`src/rtl/pipeline_stage_buffer.sv`:
```
// Inter-stage pipeline register with a valid/ready handshake, an optional skid entry,
// flush with drop accounting, and saturating stall/drop counters.
module pipeline_stage_buffer #(
    parameter int unsigned DATA_W        = 96,
    parameter int unsigned SKID          = 1,
    parameter int unsigned CNT_W         = 16,
    parameter int unsigned ZERO_ON_FLUSH = 1
) (
    input  logic              CLK,
    input  logic              RST_N,
    input  logic              FLUSH,
    input  logic              CNT_CLR,
    input  logic              IN_VALID,
    output logic              IN_READY,
    input  logic [DATA_W-1:0] IN_DATA,
    output logic              OUT_VALID,
    input  logic              OUT_READY,
    output logic [DATA_W-1:0] OUT_DATA,
    output logic [1:0]        OCCUPANCY,
    output logic [CNT_W-1:0]  STALL_CNT,
    output logic [CNT_W-1:0]  DROP_CNT
);

    localparam int unsigned SUM_W = CNT_W + 2;
    localparam logic [SUM_W-1:0] CNT_MAX = {2'b00, {CNT_W{1'b1}}};

    logic              main_v_q, main_v_d;
    logic              skid_v_q, skid_v_d;
    logic [DATA_W-1:0] main_data_q, main_data_d;
    logic [DATA_W-1:0] skid_data_q, skid_data_d;
    logic [1:0]        occ_q, occ_d;
    logic [CNT_W-1:0]  stall_q, stall_d;
    logic [CNT_W-1:0]  drop_q, drop_d;
    logic              xfer_in, xfer_out;
    logic              stall_inc;
    logic [1:0]        drop_inc;
    logic [SUM_W-1:0]  stall_sum, drop_sum;

    // Skid build decouples IN_READY from OUT_READY; single-entry build allows same-cycle replace.
    always_comb begin
        IN_READY = 1'b0;
        if (RST_N && !FLUSH) begin
            if (SKID != 0) IN_READY = !skid_v_q;
            else           IN_READY = !main_v_q || OUT_READY;
        end
    end

    assign xfer_in  = IN_VALID && IN_READY;
    assign xfer_out = main_v_q && OUT_READY;

    always_comb begin
        main_v_d    = main_v_q;
        skid_v_d    = skid_v_q;
        main_data_d = main_data_q;
        skid_data_d = skid_data_q;
        if (FLUSH) begin
            main_v_d = 1'b0;
            skid_v_d = 1'b0;
            if (ZERO_ON_FLUSH != 0) begin
                main_data_d = '0;
                skid_data_d = '0;
            end
        end else if (SKID == 0) begin
            if (xfer_in) begin
                main_data_d = IN_DATA;
                main_v_d    = 1'b1;
            end else if (xfer_out) begin
                main_v_d = 1'b0;
            end
        end else begin
            // State is (main_valid, skid_valid); (0,1) cannot be reached.
            case ({main_v_q, skid_v_q})
                2'b00: begin
                    if (xfer_in) begin
                        main_data_d = IN_DATA;
                        main_v_d    = 1'b1;
                    end
                end
                2'b10: begin
                    if (xfer_in && xfer_out) begin
                        main_data_d = IN_DATA;
                    end else if (xfer_in) begin
                        skid_data_d = IN_DATA;
                        skid_v_d    = 1'b1;
                    end else if (xfer_out) begin
                        main_v_d = 1'b0;
                    end
                end
                2'b11: begin
                    if (xfer_out) begin
                        main_data_d = skid_data_q;
                        skid_v_d    = 1'b0;
                    end
                end
                default: ;
            endcase
        end
    end

    // A beat leaving on the flush edge reached the consumer, so it is not a drop.
    always_comb begin
        occ_d     = 2'(main_v_d) + 2'(skid_v_d);
        stall_inc = main_v_q && !OUT_READY && !FLUSH;
        drop_inc  = 2'b00;
        if (FLUSH) drop_inc = 2'(main_v_q) + 2'(skid_v_q) - 2'(xfer_out);
        stall_sum = {2'b00, stall_q} + SUM_W'(stall_inc);
        drop_sum  = {2'b00, drop_q} + SUM_W'(drop_inc);
        stall_d   = (stall_sum > CNT_MAX) ? CNT_MAX[CNT_W-1:0] : stall_sum[CNT_W-1:0];
        drop_d    = (drop_sum > CNT_MAX) ? CNT_MAX[CNT_W-1:0] : drop_sum[CNT_W-1:0];
        if (CNT_CLR) begin
            stall_d = '0;
            drop_d  = '0;
        end
    end

    always_ff @(posedge CLK) begin
        if (!RST_N) begin
            main_v_q    <= 1'b0;
            skid_v_q    <= 1'b0;
            main_data_q <= '0;
            skid_data_q <= '0;
            occ_q       <= 2'b00;
            stall_q     <= '0;
            drop_q      <= '0;
        end else begin
            main_v_q    <= main_v_d;
            skid_v_q    <= skid_v_d;
            main_data_q <= main_data_d;
            skid_data_q <= skid_data_d;
            occ_q       <= occ_d;
            stall_q     <= stall_d;
            drop_q      <= drop_d;
        end
    end

    assign OUT_VALID = main_v_q;
    assign OUT_DATA  = main_data_q;
    assign OCCUPANCY = occ_q;
    assign STALL_CNT = stall_q;
    assign DROP_CNT  = drop_q;

endmodule
```
`config.mk`:
```
export PLATFORM = sky130hd
export DESIGN_NAME = pipeline_stage_buffer
export DESIGN_NICKNAME = d
export VERILOG_FILES = /design/src/rtl/pipeline_stage_buffer.sv
export SDC_FILE = /design/constraint.sdc
export NUM_CORES = 1
export LEC_CHECK = 0
export ABC_AREA = 1
export BUFFER_PORTS_ARGS = -buffer_cell sky130_fd_sc_hd__clkbuf_2
export CAP_MARGIN = 20
export CELL_PAD_IN_SITES_DETAIL_PLACEMENT = 2
export CELL_PAD_IN_SITES_GLOBAL_PLACEMENT = 2
export CORE_MARGIN = 4
export CORE_UTILIZATION = 31
export DETAILED_ROUTE_END_ITERATION = 10
export GPL_ROUTABILITY_DRIVEN = 0
export PLACE_DENSITY_LB_ADDON = 0.1
export SLEW_MARGIN = 5
export SYNTH_ARGS = -nofsm -noshare
export SYNTH_HDL_FRONTEND = slang
export SYNTH_SLANG_ARGS = --single-unit
```
`constraint.sdc`:
```
create_clock -name CLK -period 7.8 [get_ports CLK]
set_input_delay 0.39 -clock CLK [delete_from_list [all_inputs] [get_ports CLK]]
set_output_delay 0.39 -clock CLK [all_outputs]
set_load 0.01 [all_outputs]
```
==> results of run 1 <==
power by group through the flow:
stage / sequential, mW / clock [mW] / combinational [mW]
CTS: 1.19 / 1.39 / 0.165
global route: 1.19 / 1.44 / 0.187
finish: 1.19 / 1.34 / 0.162
floorplan: 1.21 / 0 / 0.0907
detailed placement: 1.21 / 0 / 0.163
global placement: 1.21 / 0 / 0.156
state kept, by name, indices dropped and copies added (netlist names):
| register | cells |
|---|---|
| STALL_CNT | 16 |
| skid_v_q | 1 |
| DROP_CNT | 16 |
| OUT_VALID | 1 |
| skid_data_q | 96 |
| OUT_DATA | 96 |
| OCCUPANCY | 2 |
routing by layer:
metal / wire length, um / part of all wire / GRT usage
met1: 14100 / 0.42 / 0.213
met2: 16400 / 0.49 / 0.326
met3: 2000 / 0.060 / 0.0494
met4: 868 / 0.026 / 0.0456
met5: 61 / 0.0018 / 0
cells in the final DEF, fill, tap and decap left out, types with 2 or more instances in the layout:
cell / n
nand2_1: 341
nor2_1: 272
clkbuf_2: 233
dfxtp_1: 228
inv_1: 207
o21ai_0: 178
a21oi_1: 103
clkbuf_16: 29
mux2_2: 19
nand3_1: 13
clkbuf_8: 10
nand4_1: 9
xor2_1: 8
ha_1: 8
clkbuf_1: 7
xnor2_1: 5
buf_4: 5
o21bai_1: 3
a31oi_1: 3
clkinv_2: 3
nor3_1: 2
nand2_2: 2
nand3_4: 2
inv_6: 2
or2_2: 2
clkinvlp_4: 2
worst max path at each step:
stage	endpoint	slack [ns]	cells after the start
floorplan	DROP_CNT[10]	5.33	15
global placement	OUT_DATA[66]	4.61	9
detailed placement	OUT_DATA[51]	4.45	9
CTS	OUT_DATA[53]	4.38	9
global route	OUT_DATA[51]	4.07	9
finish	OUT_DATA[53]	4.49	9
cells by family (layout without fill, tap and decap cells):
kind of cell | Yosys count | in the layout | synth area share
other | 0 | 1 | 0
adder cells (fa/ha/maj) | 9 | 9 | 0.0117
AND/OR/NAND/NOR | 648 | 648 | 0.246
AO/OA/AOI/OAI | 287 | 287 | 0.141
XOR/XNOR | 13 | 13 | 0.0111
buffers and inverters | 296 | 503 | 0.124
multiplexers | 19 | 19 | 0.0209
flip-flops | 228 | 228 | 0.445
cell type report:
| type | instances | area share |
|---|---|---|
| Clock buffer | 46 | 0.0709 |
| Clock inverter | 8 | 0.00618 |
| Multi-Input combinational cell | 976 | 0.353 |
| Inverter | 210 | 0.0632 |
| Tap cell | 442 | 0.0441 |
| Sequential cell | 228 | 0.364 |
| Timing Repair Buffer | 239 | 0.0981 |
| Antenna cell | 1 | 0.000199 |
tightest hold or removal path, cell delays in order:
cell and delay (ns):
clkbuf_2 0.12, nand2_1 0.06, inv_1 0.04
through the flow:
stage | cell area, sq um | hold slack, ns
2_1_floorplan | 10200 | 0.425
3_5_place_dp | 11500 | 0.443
4_1_cts | 12500 | 0.0766
5_1_grt | 12500 | 0.0990
6_report | 12500 | 0.103
3_3_place_gp | 11500 | 0.434
==> metrics, run 1 <==
RR Endpoint=OUT_DATA[53]; RSZ-0062 raised after global routing=false; Mean Syn Cell Area=6.83 sq um; TNS Setup=0 ns; # nets final=1795; switching part of the total=0.238; Non-Filler Instances=2150; initial core utilization=0.315; total power=2.69 mW; initial antenna violation count=5; total CTS buffers=29; Seq pwr share=0.441; Clock Tree Buf Depth=3; top post-synthesis cells by area=dfxtp_1 45%, nand2_1 13%, nor2_1 10%; first-iteration detailed-routing DRC count=393; largest net degree at the start of global routing=114; Synth cell types=30; share of cells above drive strength 1=0.186; crit path kind=flop to flop; CORE AREA=0.0325 sq mm; Post-Route Skew=0.00948 ns; dpl cells=2094; CTS clk-pin slew, worst paths=0.05 ns; clk sink count=228; mapped cell area=0.0102 sq mm; root buffer cell=clkbuf_16; CP startpoint=OUT_VALID; Slew Limit Headroom=0.299; Worst path top cell family by delay=buffers and inverters; CTS Hold Bufs=0; post-DP HPWL=22300 um; vias after detailed routing=10.1k; status=completed; Tot GR Track Use=0.181; crit path max fanout=98; min-delay worst type=input port to flop; Worst VDD drop=0.000128 V; Final Critical Period=3.31 ns; Worst path max stage delay=0.83 ns; Slowest-stage cell, CP=buf_4; leakage=5.80 nW; YS warnings=0; Die Ht=190 um; combinational power share=0.060; CTS tree=done; final wirelength=33400 um; Post-Synthesis Cells=1500; dpl ws=4.45 ns; CTS resizes=0; crit path buf inv count=4; Final Hold Vio Count=0; Maximum Capacitance Violations=0; register area=0.00456 sq mm; Syn-to-layout area delta=22.4%; DR vias/cell=4.69; IO Pins=234; Antenna Nets Post-Route=0; Synth top area share=0.445; count leader, synth=nand2_1; sequential-to-total area share from yosys stat=0.445; Fillers=3963; routed len/inst=15.6 um; pwr dens=214 mW/mm^2; net switching power=0.640 mW; Peak Freq=302 MHz; first-pass GRT wire length=54500 um; Clock Power Share=0.499; # setup viols final=0; Finished Core Util=0.386; post-synth top area cell=dfxtp_1; Slew Viols, Final=0; Pre-antenna DRT Iters=4; reg2reg setup slack=4.49 ns; Setup crit end kind=flop; vias in the first global route=10.8k; Register-to-Register Path Depth=9; top_reg_cell synth=dfxtp_1; arrival time worst endpoint=3.74 ns; launch point of the worst hold path=RST_N; CP required=8.23 ns; Post-synth ARST share=0; worst-path cell chain=inv_1 -> nor2_1 -> inv_1 -> nand3_4 -> buf_4 -> buf_4 -> nand2_1 -> nand2_1 -> nor2_1; Mapped Nets=1611; Worst-Skew Late Latency=0.54 ns; hold path depth=3; Post-route DRC=0; Commonest cells post-synth=342 x nand2_1, 272 x nor2_1, 228 x dfxtp_1; Final WS setup=4.49 ns; synthesized flop and latch total=228; # H-tree levels=1; num rows=66; Worst Hold Path EP=OCCUPANCY[0]; crit start category=flop; Multi-input gate area=0.00443 sq mm; die width=190 um; die area=0.0360 sq mm; R2R Path Start=OUT_VALID; post-CTS setup buffer count=0; internal cell power=2.05 mW; Post-synth EDFFs=0; Final Cycle Share=0.424; total gr overflow=0; number of port buffers=233; Worst Tran Pin Value=1.05 ns
Power figures use the tool's default switching activity.
==> run 2: changes to the inputs <==
--- a/config.mk
+++ b/config.mk
@@ -11,7 +11,7 @@
 export CELL_PAD_IN_SITES_DETAIL_PLACEMENT = 2
 export CELL_PAD_IN_SITES_GLOBAL_PLACEMENT = 2
 export CORE_MARGIN = 4
-export CORE_UTILIZATION = 31
+export CORE_UTILIZATION = 26
 export DETAILED_ROUTE_END_ITERATION = 10
 export GPL_ROUTABILITY_DRIVEN = 0
 export PLACE_DENSITY_LB_ADDON = 0.1
==> constraint.sdc (replaced) <==
create_clock -name CLK -period 2.94 [get_ports CLK]
set_input_delay 0.147 -clock CLK [delete_from_list [all_inputs] [get_ports CLK]]
set_output_delay 0.147 -clock CLK [all_outputs]
set_load 0.01 [all_outputs]
==> metrics, run 2 (synthesized netlist as in run 1, its figures left out) <==
crit path kind=flop to flop; # setup viols final=0 (unchanged); first-iteration detailed-routing DRC count=268 (-32%); Syn-to-layout area delta=35.0%; Post-Route Skew=0.0109 ns (+0.00143 ns); most common cell after layout, fill and taps aside=nand2_1; CORE AREA=0.0388 sq mm (+19%); Worst VDD drop=0.000336 V (+160%); Post-route DRC=0 (unchanged); arrival time worst endpoint=3.01 ns (-0.73 ns); Slowest-stage cell, CP=fa_1; Worst Tran Pin Value=0.774 ns (-0.278 ns); largest net degree at the start of global routing=85 (-25%); share of cells above drive strength 1=0.180 (-0.00564); Peak Freq=387 MHz (+28%); status=completed; dpl ws=0.194 ns (-4.26 ns); total CTS buffers=29 (unchanged); min-delay worst type=input port to flop; CTS clk-pin slew, worst paths=0.06 ns (about the same); initial antenna violation count=3 (-2); Slew Viols, Final=0 (unchanged); die area=0.0427 sq mm (+18%); initial core utilization=0.264 (-0.0510); Clock Tree Buf Depth=3 (unchanged); RSZ-0062 raised after global routing=false; total gr overflow=0 (unchanged); Pre-antenna DRT Iters=4 (unchanged); Fillers=4573 (+15%); Setup crit end kind=flop; IO Pins=234 (unchanged); Final Cycle Share=0.879 (+0.455); Die Ht=207 um (+8.8%); post-DP HPWL=23400 um (+4.9%); Slew Limit Headroom=0.484 (+0.185); Seq pwr share=0.422 (-0.019); Worst path max stage delay=0.41 ns (-0.42 ns); Maximum Capacitance Violations=0 (unchanged); most frequent cells in the layout=341 x nand2_1, 271 x nor2_1, 233 x clkbuf_2; crit path max fanout=11 (-89%); Antenna Nets Post-Route=0 (unchanged); number of port buffers=233 (unchanged); # H-tree levels=1 (unchanged); first-pass GRT wire length=57100 um (+4.7%); Final WS setup=0.355 ns (-4.14 ns); worst-path cell chain=nand2_1 -> inv_1 -> ha_1 -> inv_1 -> ha_1 -> nand2_1 -> inv_1 -> ha_1 -> fa_1 -> nand2_1 -> inv_1 -> nand2_1 -> nor2_1 -> nand4_1 -> buf_4 -> a21oi_1; die width=207 um (+8.8%); vias after detailed routing=10.4k (+3.4%); Final Hold Vio Count=0 (unchanged); CTS tree=done; switching part of the total=0.235 (-0.00264); Final Critical Period=2.59 ns (-0.725 ns); num rows=72 (+9.1%); # nets final=1905 (+6.1%); Tot GR Track Use=0.162 (-0.0190); reg2reg setup slack=0.35 ns (-4.14 ns); TNS Setup=0 ns (unchanged); crit start category=flop; leakage=6.32 nW (+9.0%); pwr dens=539 mW/mm^2 (+150%); CP required=3.37 ns (-4.86 ns); net switching power=1.75 mW (+170%); root buffer cell=clkbuf_16; Worst-Skew Late Latency=0.55 ns (about the same); internal cell power=5.70 mW (+180%); combinational power share=0.075 (+0.015); clk sink count=228 (unchanged); Clock Power Share=0.503 (+0.004); vias in the first global route=11.1k (+1.9%); final wirelength=35600 um (+6.6%); DR vias/cell=4.46 (-4.9%); routed len/inst=15.2 um (-2.0%)
## run 2: path summary, 6_finish.rpt
kind,startpoint,endpoint,cells after the start
setup / recovery,OUT_VALID,DROP_CNT[8],16
hold reg to reg,skid_data_q[38],skid_data_q[38],2
setup reg to reg,OUT_VALID,DROP_CNT[8],16
hold / removal,IN_VALID,skid_data_q[4],3
## run 2: through the flow
step	utilization	hold WS, ns	power, mW	area (sq um)	std cells
global route	0.356	0.130	7.83	13800	2337
global placement	0.304	0.402	3.65	11800	2180
floorplan	-	0.226	3.46	10200	1500
detailed placement	0.304	0.404	3.66	11800	2180
finish	0.356	0.104	7.45	13800	2337
CTS	0.355	0.0784	7.61	13800	2332
## run 2: worst max-delay path: cells and delay by family (launching register included)
kind,cells,cell delay [ns]
AOI/OAI and AO/OA,1,0.08
adders and majority gates,4,1.13
buffers and inverters,5,0.38
DFF,1,0.31
and+or+nand+nor,6,0.58
## run 2: what timing repair did
| item | in CTS | in global routing |
|---|---|---|
| endpoints found under the hold margin | 192 | 0 |
| gates resized for setup | 0 | 2 |
| setup endpoints to repair | 0 | 15 |
| buffers inserted | 0 | 1 |
| hold buffers | 99 | 0 |
## run 2: final cells by class
class / count / area [sq um] / share of cell area
antenna: 3 / 7.51 / 0.000543
clock buffer: 40 / 797 / 0.0576
clock inverter: 13 / 190 / 0.0137
inverter: 210 / 791 / 0.0572
multi-input combinational: 976 / 4440 / 0.321
sequential: 228 / 4560 / 0.330
tap: 518 / 648 / 0.0468
timing repair buffer: 349 / 2390 / 0.173
## run 2: power groups by stage
stage                     combinational (mW)  clock [mW]  sequential [mW]
after detailed placement               0.451           0             3.21
after CTS                              0.565        3.90             3.14
final                                  0.558        3.75             3.14
after global placement                 0.440           0             3.21
after global routing                   0.636        4.05             3.15
after floorplan                        0.241           0             3.22
## run 2: metal layers
layer	vias up	GRT usage	wire length [um]
li1	5199	-	-
met1	5031	0.202	15900
met2	157	0.288	17300
met3	37	0.0383	1950
met4	0	0.0314	514
met5	-	0	0
==> run 3: changes to the inputs <==
--- a/config.mk
+++ b/config.mk
@@ -14,6 +14,7 @@
 export CORE_UTILIZATION = 26
 export DETAILED_ROUTE_END_ITERATION = 10
 export GPL_ROUTABILITY_DRIVEN = 0
+export GPL_TIMING_DRIVEN = 0
 export PLACE_DENSITY_LB_ADDON = 0.1
 export SLEW_MARGIN = 5
 export SYNTH_ARGS = -nofsm -noshare
==> metrics, run 3 (synthesized netlist as in run 1, its figures left out) <==
Hold Slack=0.125 ns (+0.0213 ns); RR Endpoint=DROP_CNT[3]; reg2reg setup slack=0.26 ns (-0.09 ns); share of cells above drive strength 1=0.195 (+0.0151); status=completed; Final WS setup=0.263 ns (-0.0920 ns); Post-route DRC=0 (unchanged); crit path kind=flop to flop; Clock Tree Buf Depth=3 (unchanged); vias in the first global route=11.5k (+3.9%); CTS tree=done; DR vias/cell=4.46 (about the same); total gr overflow=0 (unchanged); Setup crit end kind=flop; Worst Hold Path EP=OUT_VALID; Finished Core Util=0.364 (+0.00806); vias after detailed routing=10.7k (+3.0%); Slew Viols, Final=0 (unchanged); Antenna Nets Post-Route=0 (unchanged); dpl ws=0.0260 ns (-0.168 ns); crit path max fanout=10 (-1); CTS clk-pin slew, worst paths=0.06 ns (about the same); Syn-to-layout area delta=38.0%; Final Critical Period=2.68 ns (+0.0920 ns); total CTS buffers=30 (+3.4%); Maximum Capacitance Violations=0 (unchanged); Slew Limit Headroom=0.379 (-0.106); Worst Tran Pin Value=0.932 ns (+0.158 ns); die area=0.0427 sq mm (unchanged); Worst path top cell family by delay=adder cells; Worst path max stage delay=0.41 ns (about the same); num rows=72 (unchanged); Post-Route Skew=0.0193 ns (+0.00841 ns); root buffer cell=clkbuf_16; CORE AREA=0.0388 sq mm (unchanged); most frequent cells in the layout=342 x nand2_1, 271 x nor2_1, 233 x clkbuf_2; Worst-Skew Late Latency=0.56 ns (about the same); clk sink count=228 (unchanged); initial antenna violation count=4 (+1); Pre-antenna DRT Iters=4 (unchanged); Peak Freq=374 MHz (-3.4%); Register-to-Register Path Depth=16 (unchanged); Die Ht=207 um (unchanged); first-iteration detailed-routing DRC count=298 (+11%); hold path depth=4 (+1); # nets final=1975 (+3.7%); R2R Path Start=OUT_VALID; CP required=3.35 ns (-0.02 ns); crit start category=flop; Slowest-stage cell, CP=fa_1; routed len/inst=16.6 um (+8.9%); TNS Setup=0 ns (unchanged); Tot GR Track Use=0.184 (+0.0222); RSZ-0062 raised after global routing=false; # setup viols final=0 (unchanged); die width=207 um (unchanged); worst-path cell chain=nand2_1 -> inv_1 -> ha_1 -> inv_1 -> ha_1 -> nand2_1 -> inv_1 -> ha_1 -> fa_1 -> nand2_1 -> inv_1 -> nand2_1 -> nor2_1 -> nand4_1 -> buf_6 -> a21oi_1; # H-tree levels=1 (unchanged); pwr dens=541 mW/mm^2 (+0.39%); Final Cycle Share=0.911 (+0.0313); arrival time worst endpoint=3.09 ns (+0.08 ns); Final Hold Vio Count=0 (unchanged); largest net degree at the start of global routing=15 (-82%); initial core utilization=0.264 (unchanged); most common cell after layout, fill and taps aside=nand2_1; min-delay worst type=input port to flop; post-DP HPWL=28600 um (+22%); number of port buffers=233 (unchanged); launch point of the worst hold path=OUT_READY; final wirelength=40000 um (+12%); first-pass GRT wire length=62800 um (+10%); crit path buf inv count=5 (unchanged); IO Pins=234 (unchanged); Worst VDD drop=0.000392 V (+16%); leakage=6.45 nW (+2.1%)
## run 3: changes by cell type in the layout (fill, tap and decap cells not counted), moves of 6 or more
cell	previous run	this run
buf_2	0	30
clkbuf_1	8	37
buf_6	0	11
buf_12	7	0
clkbuf_8	3	9
## run 3: layer usage
layer  GRT usage  vias to the layer above  part of all wire
met5           0                        -                 0
met4      0.0311                        0             0.014
met3      0.0352                       35             0.045
met2       0.323                      173              0.49
met1       0.239                     5180              0.46
li1            -                     5352                 -
## run 3: area by class of cell
type | instances | area [sq um]
inverter | 210 | 788
clock buffer | 44 | 915
multi-input combinational | 976 | 4430
sequential | 228 | 4570
antenna | 4 | 10.0
fill | 4634 | 24700
clock inverter | 10 | 150
tap | 518 | 648
buffer | 86 | 484
timing repair buffer | 332 | 2160
## run 3: timing repair
action | in CTS | in global routing
buffers inserted | 0 | 0
hold buffers | 99 | 0
endpoints found under the hold margin | 187 | 0
setup endpoints to repair | 2 | 15
resized for setup | 1 | 7
## run 3: how the worst max path moves through the flow
stage	start	to	slack, ns	cells past startpoint
final	OUT_VALID	DROP_CNT[3]	0.26	16
after detailed placement	skid_v_q	DROP_CNT[3]	0.03	15
after global placement	skid_v_q	DROP_CNT[12]	0.09	15
after floorplan	skid_v_q	DROP_CNT[10]	0.47	15
after CTS	skid_v_q	DROP_CNT[3]	0.09	15
after global routing	OUT_VALID	DROP_CNT[12]	0.02	16
## run 3: power by group
group	total, mW	switching [mW]	internal (mW)
combinational	0.593	0.330	0.263
sequential	3.14	0.0186	3.12
clock	3.92	1.44	2.48
## run 3: stage by stage
stage                     std cells  power, mW  instance area, sq um
after global routing           2408       8.02                 14100
final                          2408       7.65                 14100
after CTS                      2404       7.81                 14100
after floorplan                1500       3.46                 10200
after global placement         2251       3.69                 12100
after detailed placement       2251       3.70                 12100
## run 3: worst reg2reg max path, delay by kind of cell (launching register included)
family	cells	cell delay, ns
fa+ha+maj	4	1.14
buf+inv	5	0.34
simple gates	6	0.62
compound gates	1	0.07
flops	1	0.35
